<file path="src/rtl/fetch_sequencer.sv">
// rtl/fetch_sequencer.sv - multi-cycle instruction-fetch controller: PC sequencing, imem requests, fault and halt handling
module fetch_sequencer #(
  parameter logic [31:0] RESET_VECTOR = 32'h0000_0000,
  parameter logic [31:0] FAULT_VECTOR = 32'h0000_0080,
  parameter int unsigned MAX_WAIT     = 15
) (
  input  logic        Clk,
  input  logic        Rst,
  input  logic [31:0] pc_q,
  output logic [31:0] pc_next,
  output logic        pc_en,
  output logic        imem_req,
  output logic [31:0] imem_addr,
  input  logic        imem_ack,
  input  logic [31:0] imem_rdata,
  output logic [31:0] instr,
  output logic        instr_valid,
  input  logic        exec_done,
  input  logic        branch_taken,
  input  logic [31:0] branch_target,
  input  logic        jump,
  input  logic [31:0] jump_target,
  input  logic        halt,
  output logic        fault,
  output logic        halted
);

  typedef enum logic [2:0] {
    BOOT   = 3'd0,
    FETCH  = 3'd1,
    EXEC   = 3'd2,
    UPDATE = 3'd3,
    FAULT  = 3'd4,
    HALTED = 3'd5
  } state_t;

  localparam logic [7:0] MAX_WAIT_C = 8'(MAX_WAIT);

  state_t      state_q, state_d;
  logic [7:0]  wait_q, wait_d;
  logic [31:0] pc_next_q, pc_next_d;
  logic        pc_en_q, pc_en_d;
  logic        imem_req_q, imem_req_d;
  logic [31:0] instr_q, instr_d;
  logic        instr_valid_q, instr_valid_d;
  logic        fault_q, fault_d;
  logic        halted_q, halted_d;

  logic [7:0]  wait_inc;
  logic [31:0] seq_pc;
  logic [31:0] target;

  assign wait_inc = wait_q + 8'd1;
  assign seq_pc   = pc_q + 32'd4;

  // Next-PC selection once execute completes: jump beats branch beats sequential.
  always_comb begin
    target = seq_pc;
    if (jump) begin
      target = jump_target;
    end else if (branch_taken) begin
      target = branch_target;
    end
  end

  // Next-state and registered-output computation. Outputs are registered, so each
  // one is set on the transition into the state that owns it. BOOT spends its first
  // post-reset cycle arming pc_en, then holds it for exactly one cycle.
  always_comb begin
    state_d       = state_q;
    wait_d        = wait_q;
    pc_next_d     = pc_next_q;
    pc_en_d       = 1'b0;
    instr_d       = instr_q;
    instr_valid_d = 1'b0;
    fault_d       = fault_q;
    case (state_q)
      BOOT: begin
        if (!pc_en_q) begin
          pc_en_d   = 1'b1;
          pc_next_d = RESET_VECTOR;
        end else begin
          state_d = FETCH;
        end
      end
      FETCH: begin
        if (imem_ack) begin
          instr_d       = imem_rdata;
          instr_valid_d = 1'b1;
          wait_d        = 8'd0;
          state_d       = EXEC;
        end else if (wait_inc >= MAX_WAIT_C) begin
          wait_d    = 8'd0;
          pc_en_d   = 1'b1;
          pc_next_d = FAULT_VECTOR;
          fault_d   = 1'b1;
          state_d   = FAULT;
        end else begin
          wait_d = wait_inc;
        end
      end
      EXEC: begin
        if (exec_done) begin
          if (target[1:0] != 2'b00) begin
            pc_en_d   = 1'b1;
            pc_next_d = FAULT_VECTOR;
            fault_d   = 1'b1;
            state_d   = FAULT;
          end else if (halt) begin
            state_d = HALTED;
          end else begin
            pc_en_d   = 1'b1;
            pc_next_d = target;
            state_d   = UPDATE;
          end
        end
      end
      UPDATE: state_d = FETCH;
      FAULT:  state_d = FETCH;
      HALTED: state_d = HALTED;
      default: state_d = BOOT;
    endcase
    imem_req_d = (state_d == FETCH);
    halted_d   = (state_d == HALTED);
  end

  // State and output registers with synchronous active-low reset.
  always_ff @(posedge Clk) begin
    if (!Rst) begin
      state_q       <= BOOT;
      wait_q        <= 8'd0;
      pc_next_q     <= 32'd0;
      pc_en_q       <= 1'b0;
      imem_req_q    <= 1'b0;
      instr_q       <= 32'd0;
      instr_valid_q <= 1'b0;
      fault_q       <= 1'b0;
      halted_q      <= 1'b0;
    end else begin
      state_q       <= state_d;
      wait_q        <= wait_d;
      pc_next_q     <= pc_next_d;
      pc_en_q       <= pc_en_d;
      imem_req_q    <= imem_req_d;
      instr_q       <= instr_d;
      instr_valid_q <= instr_valid_d;
      fault_q       <= fault_d;
      halted_q      <= halted_d;
    end
  end

  assign pc_next     = pc_next_q;
  assign pc_en       = pc_en_q;
  assign imem_req    = imem_req_q;
  assign imem_addr   = imem_req_q ? pc_q : 32'd0;
  assign instr       = instr_q;
  assign instr_valid = instr_valid_q;
  assign fault       = fault_q;
  assign halted      = halted_q;

endmodule

</file>
<file path="config.mk">
export PLATFORM = sky130hd
export DESIGN_NAME = fetch_sequencer
export DESIGN_NICKNAME = d
export VERILOG_FILES = /design/src/rtl/fetch_sequencer.sv
export SDC_FILE = /design/constraint.sdc
export NUM_CORES = 1
export LEC_CHECK = 0
export ABC_AREA = 1
export ABC_CLOCK_PERIOD_IN_PS = 1800
export CORE_ASPECT_RATIO = 1.5
export CORE_MARGIN = 4
export CORE_UTILIZATION = 43
export CTS_BUF_LIST = sky130_fd_sc_hd__clkbuf_4 sky130_fd_sc_hd__clkbuf_8
export DETAILED_ROUTE_END_ITERATION = 12
export GPL_TIMING_DRIVEN = 0
export PLACE_DENSITY = 0.81
export SLEW_MARGIN = 20
export SYNTH_ARGS = -nofsm -noshare
export SYNTH_HDL_FRONTEND = slang
export SYNTH_SLANG_ARGS = --single-unit
</file>
<file path="constraint.sdc">
create_clock -name Clk -period 1.8 [get_ports Clk]
set_input_delay 0.18 -clock Clk [delete_from_list [all_inputs] [get_ports Clk]]
set_output_delay 0.18 -clock Clk [all_outputs]
set_load 0.01 [all_outputs]
</file>
Yosys cells after proc, flatten, opt, wreduce, memory -nomap -nowiden
Index checks and enable logic that the tools add are counted.
- bits in registers: 80
- latch bits: 0
- memory bits (writable): 0
- memory bits (read-only): 0
- word-level logic and storage cells: 66
- memories: 0
- $add $sub $neg: 2
- multipliers: 0
- div/mod/pow operators: 0
- $lt $le $gt $ge: 1
- eq/ne operators: 13
- shift-type cells: 0
- mux-type cells: 32
- bitwise operators: 0
- reduce and logical (&&, ||, !) cells: 9
- operator list (cell ; number):
    $mux W32 ; 9
    $pmux W32 S3 ; 1
    $add A32 B3 Y32 const B ; 1
    $mux W3 ; 6
    $mux W8 ; 2
    $pmux W3 S5 ; 1
    $mux W1 ; 11
    $ne A2 B2 Y1 const B ; 5
    $eq A3 B3 Y1 const B ; 3
    $add A8 B1 Y8 const B ; 1
    $ge A8 B4 Y1 const B ; 1
    $eq A3 B1 Y1 const B ; 2
    $eq A3 B2 Y1 const B ; 2
    $reduce_and A6 Y1 ; 1
    $reduce_and A5 Y1 ; 1
    $reduce_and A2 Y1 ; 2
    $reduce_bool A2 Y1 ; 2
    $logic_not A3 Y1 ; 1
    $ne A3 B3 Y1 const B ; 1
    $pmux W1 S3 ; 1
    $reduce_bool A3 Y1 ; 1
    $pmux W1 S2 ; 1
    $reduce_or A2 Y1 ; 1

Depth between registers and ports, before layout
Gate-level depths: netlist of the first run.
- word-level depth: 8
- mapped depth: 13
- depth with buffers taken out: 12

Worst setup path after synthesis of the first run
OpenSTA, ideal clock, no wires.
- path kind: flip-flop to flip-flop
- start: register wait_q[0]
- end: register pc_next_q[15] (netlist: pc_next[15])
- arrival time: 1570 ps
- required time: 1732 ps
- path slack: 162 ps
- stages on the path, launching flop included: 11
- path buffers: 1
- clock period less this slack: 1638 ps
- cells stage by stage: dfxtp_1 > ha_1 > or2_2 > nand3_1 > nor2_1 > nor2_2 > nand2_2 > nand2_4 > buf_12 > nand3_2 > a21oi_2
- word-level cells in the longest chain between the ends: 4
- ends and longest elaborated chain (item ; RTL line ; source):
    from (decl) ; 40 ; logic [7:0] wait_q, wait_d;
    from (signal assigned) ; 141 ; wait_q <= wait_d;
    $add A8 B1 Y8 ; 53 ; assign wait_inc = wait_q + 8'd1;
    $ge A8 B4 Y1 ; 92 ; end else if (wait_inc >= MAX_WAIT_C) begin
    $ne A2 B2 Y1 (no line) ; -- ;
    $reduce_and A6 Y1 (no line) ; -- ;
    to (signal assigned) ; 142 ; pc_next_q <= pc_next_d;
    to (decl) ; 41 ; logic [31:0] pc_next_q, pc_next_d;
No other way between the ends.
A chain may end at the register's enable or synchronous reset.

Worst setup path in the final report of the first run
- start: register wait_q[0]
- end: register pc_next_q[5] (netlist: pc_next[5])
Same word-level chain as after synthesis.

==> results.md, run 1 <==
* Final ANT Viol Nets at 0
* Post-Place Setup Slack at -642 ps
* RD Place Congestion at 1.08
* Worst Path Max Fanout at 8
* # hold bufs at CTS at 0
* Vias in the first global route at 5963
* Clock root cell: clkbuf_8
* GRT Util Overall at 0.293
* Final non-filler cell area at between 0.008 and 0.009 mm^2
* Number of antenna violations at the first check in global routing at 0
* CTS tree: yes
* RSZ-0062 raised after global routing: yes
* WL/cell at between 15 and 20 um
* Total clock sinks at 80
* Syn Inst Count at slightly above 800
* Slack of the critical path at between 10 and 15 ps
* Total Nets Final at 1205
* Sw Pwr at 1.47 mW
* Fmax at 0.559 GHz
* Post-Syn Area at 0.00496 mm^2
* Register bit total from synthesis at 80
* Final Core Density at 0.723
* Sequential power share at 0.417
* Pint at approximately 3 mW
* CP max stage cell: dfxtp_4
* Via/cell ratio at roughly 5.2
* VDD IR max at 0.561 mV
* Syn Area/Cell at just over 6 um^2
* Die width at 95.7 um
* Register area share after synthesis at 0.323
* Startpoint Class: register
* PortBufs at around 230
* Slew margin rel. at 0.543
* Total CTS buffers at 9
* Crit path cell chain: ha_4 -> or2_4 -> nand3_2 -> nor2_2 -> nor2_2 -> nand2_2 -> nand2_8 -> buf_8 -> nand3_2 -> a21oi_2
* H-tree levels at 3
* Reg clk slew, reported paths at approximately 80 ps
* Number of diodes at 0
* Area delta synth->final at 62.9%
* Critical path endpoint category: register
* Sw frac at 0.325
* Largest net degree at the start of global routing at 14
* Setup tns final at 0 ps
* # rows at 47
* Final Hold Viols at 0
* Comb power frac at 0.329
* Worst slew pin tran at 685 ps
* CP arrival at between 2000 and 2500 ps
* Status: finished clean
* Crit path kind: register to register
* Yosys warns at 0
* Final HPWL DP at 16500 um
* Core ar. at between 0.01 and 0.015 mm^2
* Clock power share at 0.254
* DR pass1 iterations at 6
* Final setup violation count at 0
* Worst Hold Class: input port to register
* Pwr per Cell Area at 561 mW/mm^2
* Pleak at 3.56 nW
* First-pass GRT wire length at between 30000 and 40000 um
* Vias at roughly 6300
* Syn Nets at about 950
* GRT Residual Overflow at 0
* Clock Path Buffers at 2
* Clock latency on the worst-skew pair at 360 ps
* Clock Skew at approximately 10 ps
* Layout cells sized above 1 at 0.121
* Starting density of the core at 0.444
* Post-place instance area at 0.00748 mm^2
* Total I/O pin count at ~240
* Post-layout min period at roughly 1800 ps
* Maxcap violations at 0
* DRC at 0
* Data required time of the critical path at just over 2000 ps
* Die area at between 0.01 and 0.015 mm^2
* Die Y at approximately 140 um
* Total routed wirelength at 20700 um
* Max Slew Vio Count at 0
* Post-synth cell types at 36
* Worst stage delay on the critical path at 370 ps
* Tcrit/Tclk final at 0.994
* Iter 0 DRT Violations at between 200 and 250
## cell usage in the layout, fill, tap and decap left out, drive strengths merged, types with 5 or more instances in the layout
master	n
nand2	237
nand3	128
o21bai	5
clkdlybuf4s50	203
dlymetal6s2s	27
clkinv	5
clkbuf	40
inv	80
o21ai	10
o211ai	8
a21oi	97
nor2	93
dfxtp	80
buf	22
or2	16
## power groups by stage
stage | logic, mW | registers, mW | clock network, mW
after floorplan | 0.618 | 1.94 | 0
after global placement | 1.41 | 1.92 | 0
after detailed placement | 1.42 | 1.92 | 0
after CTS | 1.45 | 1.89 | 1.18
after global routing | 1.62 | 1.90 | 1.26
final | 1.49 | 1.89 | 1.15
## final timing paths
path,slack (ps),start,endpoint,depth (start not counted)
worst max-delay path,10,wait_q[0],pc_next[5],10
worst min-delay path,260,imem_ack,instr[0],3
worst max register to register,10,wait_q[0],pc_next[5],10
worst min register to register,440,pc_next[0],pc_next[0],2
## stage by stage
stage	instances	hold WS, ps	total power, mW
detailed placement	1194	431	3.34
CTS	1210	244	4.52
finish	1219	261	4.53
global placement	1194	424	3.34
global route	1219	285	4.78
floorplan	814	300	2.56
## cells by family (layout without fill, tap and decap cells)
logic type      count (synthesis)  in the layout  share of synthesized area
simple gates                  485            485                      0.429
compound gates                121            121                      0.133
xor+xnor                        2              2                    0.00353
buf+inv                       123            381                      0.105
fa+ha+maj                       3              3                    0.00757
flops                          80             80                      0.323
## synthesized netlist by cell type
cell type  instances  area (um^2)
nand2_1          233          875
nand3_1          119          596
a21oi_1           92          460
nor2_1            89          334
dfxtp_1           80         1600
inv_1             79          297
clkbuf_1          26         97.6
or2_2             14         87.6
o21ai_0           10         50.1
nand3_2            8         80.1
o211ai_1           8         60.1
buf_2              7         35.0
a21oi_2            5         43.8
o21bai_1           5         37.5
buf_1              4         15.0
nand4_1            4         25.0
nor3_1             4         20.0
ha_1               3         37.5
nand2_2            3         18.8
nor2_2             3         18.8
buf_4              2         15.0
buf_6              2         22.5
and2_1             1         6.26
buf_12             1         20.0
clkbuf_8           1         13.8
inv_2              1         3.75
nand2_4            1         11.3
nand3_4            1         17.5
nand3b_1           1         7.51
nor2_4             1         11.3
nor4_1             1         6.26
o22ai_1            1         6.26
or2_0              1         6.26
or2_1              1         6.26
xnor2_1            1         8.76
xor2_1             1         8.76
## critical path, delay by kind of cell, from the launching register on
family                   cells  cell delay (ps)
AND/OR/NAND/NOR              7              830
flip-flops                   1              370
adder cells (fa/ha/maj)      1              180
AO/OA/AOI/OAI                1              170
buffers and inverters        1              140
## state kept, by name (all words and copies together), names as in the netlist
register,count
imem_req,1
instr,32
state_q,3
pc_en,1
wait_q,8
instr_valid,1
halted,1
fault,1
pc_next,32
## timing repair
action,4_1_cts,5_1_grt
buffers inserted,0,6
resized for setup,26,87
gates cloned,0,3
pin swaps,0,19
setup endpoints to repair,58,82
## final cells by class
cell class / instances / area (um^2)
fill: 1004 / 3090
multi-input combinational: 611 / 3060
timing repair buffer: 242 / 2490
sequential: 80 / 1620
inverter: 80 / 300
buffer: 43 / 260
tap: 147 / 184
clock buffer: 10 / 131
clock inverter: 6 / 36.3
## layer usage
layer	global-route usage	part of all wire
met5	0	0
met4	0.166	0.058
met1	0.294	0.34
met2	0.530	0.51
met3	0.0761	0.090
(Power assumes the default switching activity.)
==> inputs of run 2 (changes only) <==
--- a/config.mk
+++ b/config.mk
@@ -7,14 +7,11 @@
 export LEC_CHECK = 0
 export ABC_AREA = 1
 export ABC_CLOCK_PERIOD_IN_PS = 1800
-export CORE_ASPECT_RATIO = 1.5
-export CORE_MARGIN = 4
 export CORE_UTILIZATION = 43
 export CTS_BUF_LIST = sky130_fd_sc_hd__clkbuf_4 sky130_fd_sc_hd__clkbuf_8
 export DETAILED_ROUTE_END_ITERATION = 12
 export GPL_TIMING_DRIVEN = 0
 export PLACE_DENSITY = 0.81
-export SLEW_MARGIN = 20
 export SYNTH_ARGS = -nofsm -noshare
 export SYNTH_HDL_FRONTEND = slang
 export SYNTH_SLANG_ARGS = --single-unit
==> run 2 against run 1 <==
Critical endpoint is now imem_addr[10]. Clock power shrank 4%. Sequential share of layout area grew 0.21 points. Core utilization grew 0.16 points. Largest power group unchanged. Fmax grew 1.5%. Largest cell class unchanged. Power shrank 1.9%.
==> results.md, run 2 (same netlist as run 1, synthesis figures left out) <==
* Status: finished clean
* Die area at 0.0120 mm^2 (-10%)
* Reg-to-reg slack, setup at 40 ps (+30 ps)
* Final non-filler cell area at 0.00800 mm^2 (-1.1%)
* Starting density of the core at 0.450 (+0.00574)
* Setup tns final at 0 ps (unchanged)
* Clock Skew at 5.59 ps (-4.79 ps)
* RD Place Congestion at 1.03 (-4.0%)
* Area delta synth->final at 61.2%
* Pwr per Cell Area at 556 mW/mm^2 (-0.84%)
* Die Y at 109 um (-22%)
* Sw Pwr at 1.40 mW (-4.9%)
* Worst stage delay on the critical path at 520 ps (+150 ps)
* Final ANT Viol Nets at 0 (unchanged)
* Largest net degree at the start of global routing at 12 (-2)
* Worst Hold Class: input port to register
* Startpoint Class: register
* Max Slew Vio Count at 0 (unchanged)
* First-pass GRT wire length at 28000 um (-7.4%)
* Total CTS buffers at 9 (unchanged)
* GRT Residual Overflow at 0 (unchanged)
* Final Hold Viols at 0 (unchanged)
* Clock root cell: clkbuf_8
* Final setup violation count at 0 (unchanged)
* Data required time of the critical path at 1620 ps (-450 ps)
* GRT Util Overall at 0.309 (+0.0158)
* Critical path endpoint category: output port
* DR pass1 iterations at 5 (-1)
* Most frequent cells in the layout: nand2_1 (231), clkdlybuf4s50_1 (209), nand3_1 (115), a21oi_1 (85)
* CP max stage cell: clkdlybuf4s50_1
* Delay-heaviest family, CP: buffers and inverters
* Total routed wirelength at 19100 um (-7.5%)
* Die width at 109 um (+14%)
* PortBufs at 233 (unchanged)
* Vias at 6234 (-1.6%)
* # rows at 38 (-19%)
* CTS tree: yes
* Total Nets Final at 1207 (+0.17%)
* Crit path kind: register to output port
* Commonest non-fill, non-tap cell in the layout: nand2_1
* Total clock sinks at 80 (unchanged)
* VDD IR max at 0.689 mV (+23%)
* Final HPWL DP at 14900 um (-9.6%)
* Iter 0 DRT Violations at 583 (+140%)
* Pint at 3.04 mW (-0.46%)
* Pleak at 3.53 nW (-0.95%)
* Crit path cell chain: clkbuf_8 -> nand2_1 -> inv_1 -> clkdlybuf4s50_1
* Post-layout min period at 1760 ps (-27.2 ps)
* H-tree levels at 3 (unchanged)
* Maxcap violations at 0 (unchanged)
* Sw frac at 0.316 (-0.00984)
* Worst Path Max Fanout at 10 (+2)
* WL/cell at 15.8 um (-6.8%)
* Comb power frac at 0.329 (about the same)
* Total I/O pin count at 236 (unchanged)
* Slew margin rel. at 0.566 (+0.0230)
* Fmax at 0.568 GHz (+1.5%)
* Sequential power share at 0.425 (+0.008)
* CP arrival at 1580 ps (-480 ps)
* Number of diodes at 0 (unchanged)
* Final Core Density at 0.725 (+0.00164)
* DRC at 0 (unchanged)
* Number of antenna violations at the first check in global routing at 0 (unchanged)
* Tcrit/Tclk final at 0.979 (-0.0151)
* Reg clk slew, reported paths at 70 ps (about the same)
* RSZ-0062 raised after global routing: yes
* Clock latency on the worst-skew pair at 360 ps (about the same)
* Clock power share at 0.247 (-0.007)
* Vias in the first global route at 5466 (-8.3%)
* Layout cells sized above 1 at 0.102 (-0.0194)
* Worst slew pin tran at 650 ps (-34.5 ps)
* Via/cell ratio at 5.15 (-0.89%)
* CP bufs+invs at 3 (+2)
* Post-place instance area at 0.00747 mm^2 (-0.12%)
* Core ar. at 0.0110 mm^2 (-1.3%)
* Clock Path Buffers at 2 (unchanged)
run 2: cell count changes in the layout (fill, tap and decap cells not counted), moves of 2 or more:
cell and change:
clkdlybuf4s50_1 +6, buf_2 +2, a21oi_1 +7, dlymetal6s2s_1 -5
nand3_2 -9, clkbuf_4 -3, nor2_1 +2, nor2_4 +3
nand3_1 +10, nor2_2 -5, clkinv_2 -2, a21oi_2 -7
run 2: final timing paths:
kind | startpoint | endpoint | cells after the start
worst min register to register | pc_next[0] | pc_next[0] | 2
worst min-delay path | imem_ack | instr[0] | 3
worst max register to register | wait_q[0] | pc_next[26] | 10
worst max-delay path | imem_req | imem_addr[10] | 4
run 2: metrics by stage:
| stage | worst slack (ps) | cells | hold slack [ps] | power [mW] |
|---|---|---|---|---|
| 2_1_floorplan | 162 | 814 | 300 | 2.56 |
| 3_3_place_gp | -672 | 1187 | 420 | 3.32 |
| 3_5_place_dp | -672 | 1187 | 424 | 3.33 |
| 4_1_cts | -5.52 | 1200 | 237 | 4.43 |
| 5_1_grt | -76.9 | 1210 | 279 | 4.66 |
| 6_report | 37.9 | 1210 | 296 | 4.45 |
run 2: what timing repair did:
item,in CTS,in global routing
gates resized for setup,19,69
hold buffers,0,0
gates cloned,0,3
buffers inserted,1,7
pin swaps,1,12
setup endpoints to repair,53,84
run 2: power groups by stage:
stage	Clock (mW)	Sequential [mW]	Combinational (mW)
6_report	1.10	1.89	1.46
5_1_grt	1.18	1.90	1.58
3_5_place_dp	0	1.92	1.40
3_3_place_gp	0	1.92	1.40
4_1_cts	1.11	1.89	1.43
2_1_floorplan	0	1.94	0.618
run 2: layout make-up:
class / instances / area [um^2]
Tap cell: 140 / 175
Timing Repair Buffer: 244 / 2510
Inverter: 80 / 300
Clock inverter: 2 / 10.0
Buffer: 43 / 253
Fill cell: 968 / 3030
Multi-Input combinational cell: 611 / 3000
Clock buffer: 10 / 138
Sequential cell: 80 / 1620
run 2: routing by layer:
metal  global-route usage  share of wire
met5                    0              0
met4               0.0952          0.023
met3               0.0818          0.094
met2                0.485           0.46
met1                0.414           0.43
run 2: worst register-to-register path, cell delays in order (launching register included):
cell     delay (ps)
dfxtp_4         370
ha_4            170
or2_4           230
nand3_1          60
nor2_1           60
nor2_2          150
nand2_2         130
nand2_8         150
buf_6           150
nand3_1         100
a21oi_2         130
==> inputs of run 3 (changes only) <==
--- a/config.mk
+++ b/config.mk
@@ -12,6 +12,7 @@
 export DETAILED_ROUTE_END_ITERATION = 12
 export GPL_TIMING_DRIVEN = 0
 export PLACE_DENSITY = 0.81
+export SETUP_SLACK_MARGIN = 0.3
 export SYNTH_ARGS = -nofsm -noshare
 export SYNTH_HDL_FRONTEND = slang
 export SYNTH_SLANG_ARGS = --single-unit
==> run 3 against run 2 <==
Non-clock buffer count grew 8. Global-route usage grew 1.1 points. Die area is the same. Setup slack is essentially flat. Wire length grew 2.6%. Sequential power is essentially flat. Register-to-register slack is essentially flat. Flip-flop and latch count is the same. Clock skew grew 6.3 ps. Sequential share of layout area shrank 0.26 points. Clock-buffer cell count grew 2. Hold slack lost 42 ps.
==> results.md, run 3 (same netlist as run 1, synthesis figures left out) <==
* Crit path cell chain: ha_4 -> or2_4 -> nand3_2 -> nor2_2 -> nor2_2 -> nand2_2 -> nand2_8 -> buf_4 -> buf_16 -> nand3_2 -> a21oi_2
* Layout cells sized above 1 at 0.152 (+0.0506)
* Total CTS buffers at 9 (unchanged)
* Number of antenna violations at the first check in global routing at 1 (+1)
* WL/cell at 16.0 um (+1.5%)
* Core ar. at 0.0110 mm^2 (unchanged)
* CTS tree: yes
* GRT Util Overall at 0.320 (+0.0109)
* Sequential power share at 0.395 (-0.030)
* Commonest non-fill, non-tap cell in the layout: nand2_1
* # rows at 38 (unchanged)
* Sw frac at 0.321 (+0.00576)
* First-pass GRT wire length at 29100 um (+3.9%)
* Largest net degree at the start of global routing at 14 (+2)
* Startpoint Class: register
* Die Y at 109 um (unchanged)
* Most frequent cells in the layout: nand2_1 (231), clkdlybuf4s50_1 (179), nand3_1 (107), a21oi_1 (80), inv_1 (76)
* Worst hold path cell count at 3 (unchanged)
* Maxcap violations at 0 (unchanged)
* Die width at 109 um (unchanged)
* RD Place Congestion at 0.995 (-3.7%)
* CP max stage cell: dfxtp_4
* Pwr per Cell Area at 587 mW/mm^2 (+5.7%)
* Starting density of the core at 0.450 (unchanged)
* Clock power share at 0.292 (+0.045)
* Vias in the first global route at 5733 (+4.9%)
* Die area at 0.0120 mm^2 (unchanged)
* Clock Path Buffers at 2 (unchanged)
* Fillers at 911 (-5.9%)
* Max Slew Vio Count at 0 (unchanged)
* Total Nets Final at 1215 (+0.66%)
* Final setup violation count at 0 (unchanged)
* Iter 0 DRT Violations at 467 (-20%)
* Clock latency on the worst-skew pair at 370 ps (about the same)
* Final Core Density at 0.737 (+0.0117)
* DR pass1 iterations at 5 (unchanged)
* CP arrival at 2060 ps (+480 ps)
* Pleak at 3.57 nW (+1.2%)
* VDD IR max at 0.464 mV (-33%)
* Data required time of the critical path at 2100 ps (+480 ps)
* Crit path kind: register to register
* Status: finished clean
* Area delta synth->final at 63.8%
* Total routed wirelength at 19600 um (+2.6%)
* PortBufs at 233 (unchanged)
* Dpl cells at 1187 (unchanged)
* Sw Pwr at 1.53 mW (+9.3%)
* Clock Skew at 11.9 ps (+6.28 ps)
* Tcrit/Tclk final at 0.979 (about the same)
* Worst Path Max Fanout at 7 (-3)
* Reg-to-reg slack, setup at 40 ps (about the same)
* Comb power frac at 0.313 (-0.016)
* Worst slew pin tran at 665 ps (+14.4 ps)
* Worst Hold Class: input port to register
* Pint at 3.24 mW (+6.5%)
* GRT Residual Overflow at 0 (unchanged)
* DRC at 0 (unchanged)
* Critical path endpoint category: register
* Clock root cell: clkbuf_8
* Setup tns final at 0 ps (unchanged)
* Total I/O pin count at 236 (unchanged)
* RSZ-0062 raised after global routing: yes
* Reg clk slew, reported paths at 80 ps (about the same)
* Post-layout min period at 1760 ps (+0.242 ps)
* Worst stage delay on the critical path at 370 ps (-150 ps)
* Vias at 6353 (+1.9%)
* Via/cell ratio at 5.19 (+0.83%)
* Slew margin rel. at 0.557 (-0.00961)
* Fmax at 0.567 GHz (about the same)
* Final HPWL DP at 14800 um (-0.83%)
* Final Non-Filler Cells at 1223 (+1.1%)
* Worst Reg2Reg Path Length in Cells at 11 (+1)
* Final ANT Viol Nets at 0 (unchanged)
* Total clock sinks at 80 (unchanged)
* Final Hold Viols at 0 (unchanged)
* H-tree levels at 3 (unchanged)
[run 3: cell count changes in the layout (fill, tap and decap cells not counted), moves of 8 or more]
cell	before	now
nand3_2	11	19
clkbuf_2	2	20
nand3_1	115	107
buf_4	9	21
dlygate4sd2_1	2	17
clkdlybuf4s50_1	209	179
[run 3: final timing paths]
| kind | start | end |
|---|---|---|
| hold / removal | imem_ack | instr[1] |
| setup / recovery | wait_q[1] | pc_next[16] |
| hold reg to reg | pc_next[1] | pc_next[1] |
| setup reg to reg | wait_q[1] | pc_next[16] |
[run 3: routing by layer]
layer  wire length [um]  track usage  vias to the layer above  part of all wire
met5                  0            0                        -                 0
met4                508       0.0924                        0             0.026
met3               1690       0.0901                       38             0.086
met2               9130        0.517                      270              0.47
met1               8290        0.415                     2890              0.42
li1                   -            -                     3155                 -
[run 3: area by class of cell]
class / count / area (um^2) / share of cell area
Antenna cell: 1 / 2.50 / 0.000308
Buffer: 43 / 282 / 0.0346
Clock buffer: 12 / 153 / 0.0188
Clock inverter: 4 / 53.8 / 0.00662
Inverter: 80 / 300 / 0.0370
Multi-Input combinational cell: 611 / 3080 / 0.379
Sequential cell: 80 / 1620 / 0.200
Tap cell: 140 / 175 / 0.0216
Timing Repair Buffer: 252 / 2460 / 0.302
[run 3: power groups by stage]
stage | Sequential [mW] | Clock (mW) | Combinational [mW]
3_5_place_dp | 1.92 | 0 | 1.41
5_1_grt | 1.89 | 1.48 | 1.61
4_1_cts | 1.88 | 1.40 | 1.42
2_1_floorplan | 1.94 | 0 | 0.618
3_3_place_gp | 1.92 | 0 | 1.40
6_report | 1.89 | 1.40 | 1.49
[run 3: critical path, delay by kind of cell, from the launching register on]
kind	cells	cell delay (ps)
flip-flops	1	370
AO/OA/AOI/OAI	1	110
adder cells (fa/ha/maj)	1	160
AND/OR/NAND/NOR	7	770
buffers and inverters	2	260
[run 3: through the flow]
step / instance area, um^2 / total power [mW] / hold WS, ps / setup WS, ps
2_1_floorplan: 4990 / 2.56 / 300 / 284
3_3_place_gp: 7500 / 3.32 / 422 / -569
3_5_place_dp: 7500 / 3.33 / 424 / -622
4_1_cts: 7930 / 4.70 / 222 / 94.1
5_1_grt: 8130 / 4.98 / 258 / -69.7
6_report: 8130 / 4.77 / 254 / 37.7
[run 3: what timing repair did]
| item | 4_1_cts | 5_1_grt |
|---|---|---|
| endpoints found under the hold margin | 0 | 0 |
| hold buffers | 0 | 0 |
| pin swaps | 3 | 11 |
| gates resized for setup | 86 | 114 |
| cloned | 3 | 0 |
| setup endpoints to repair | 107 | 117 |
| setup buffers | 12 | 4 |
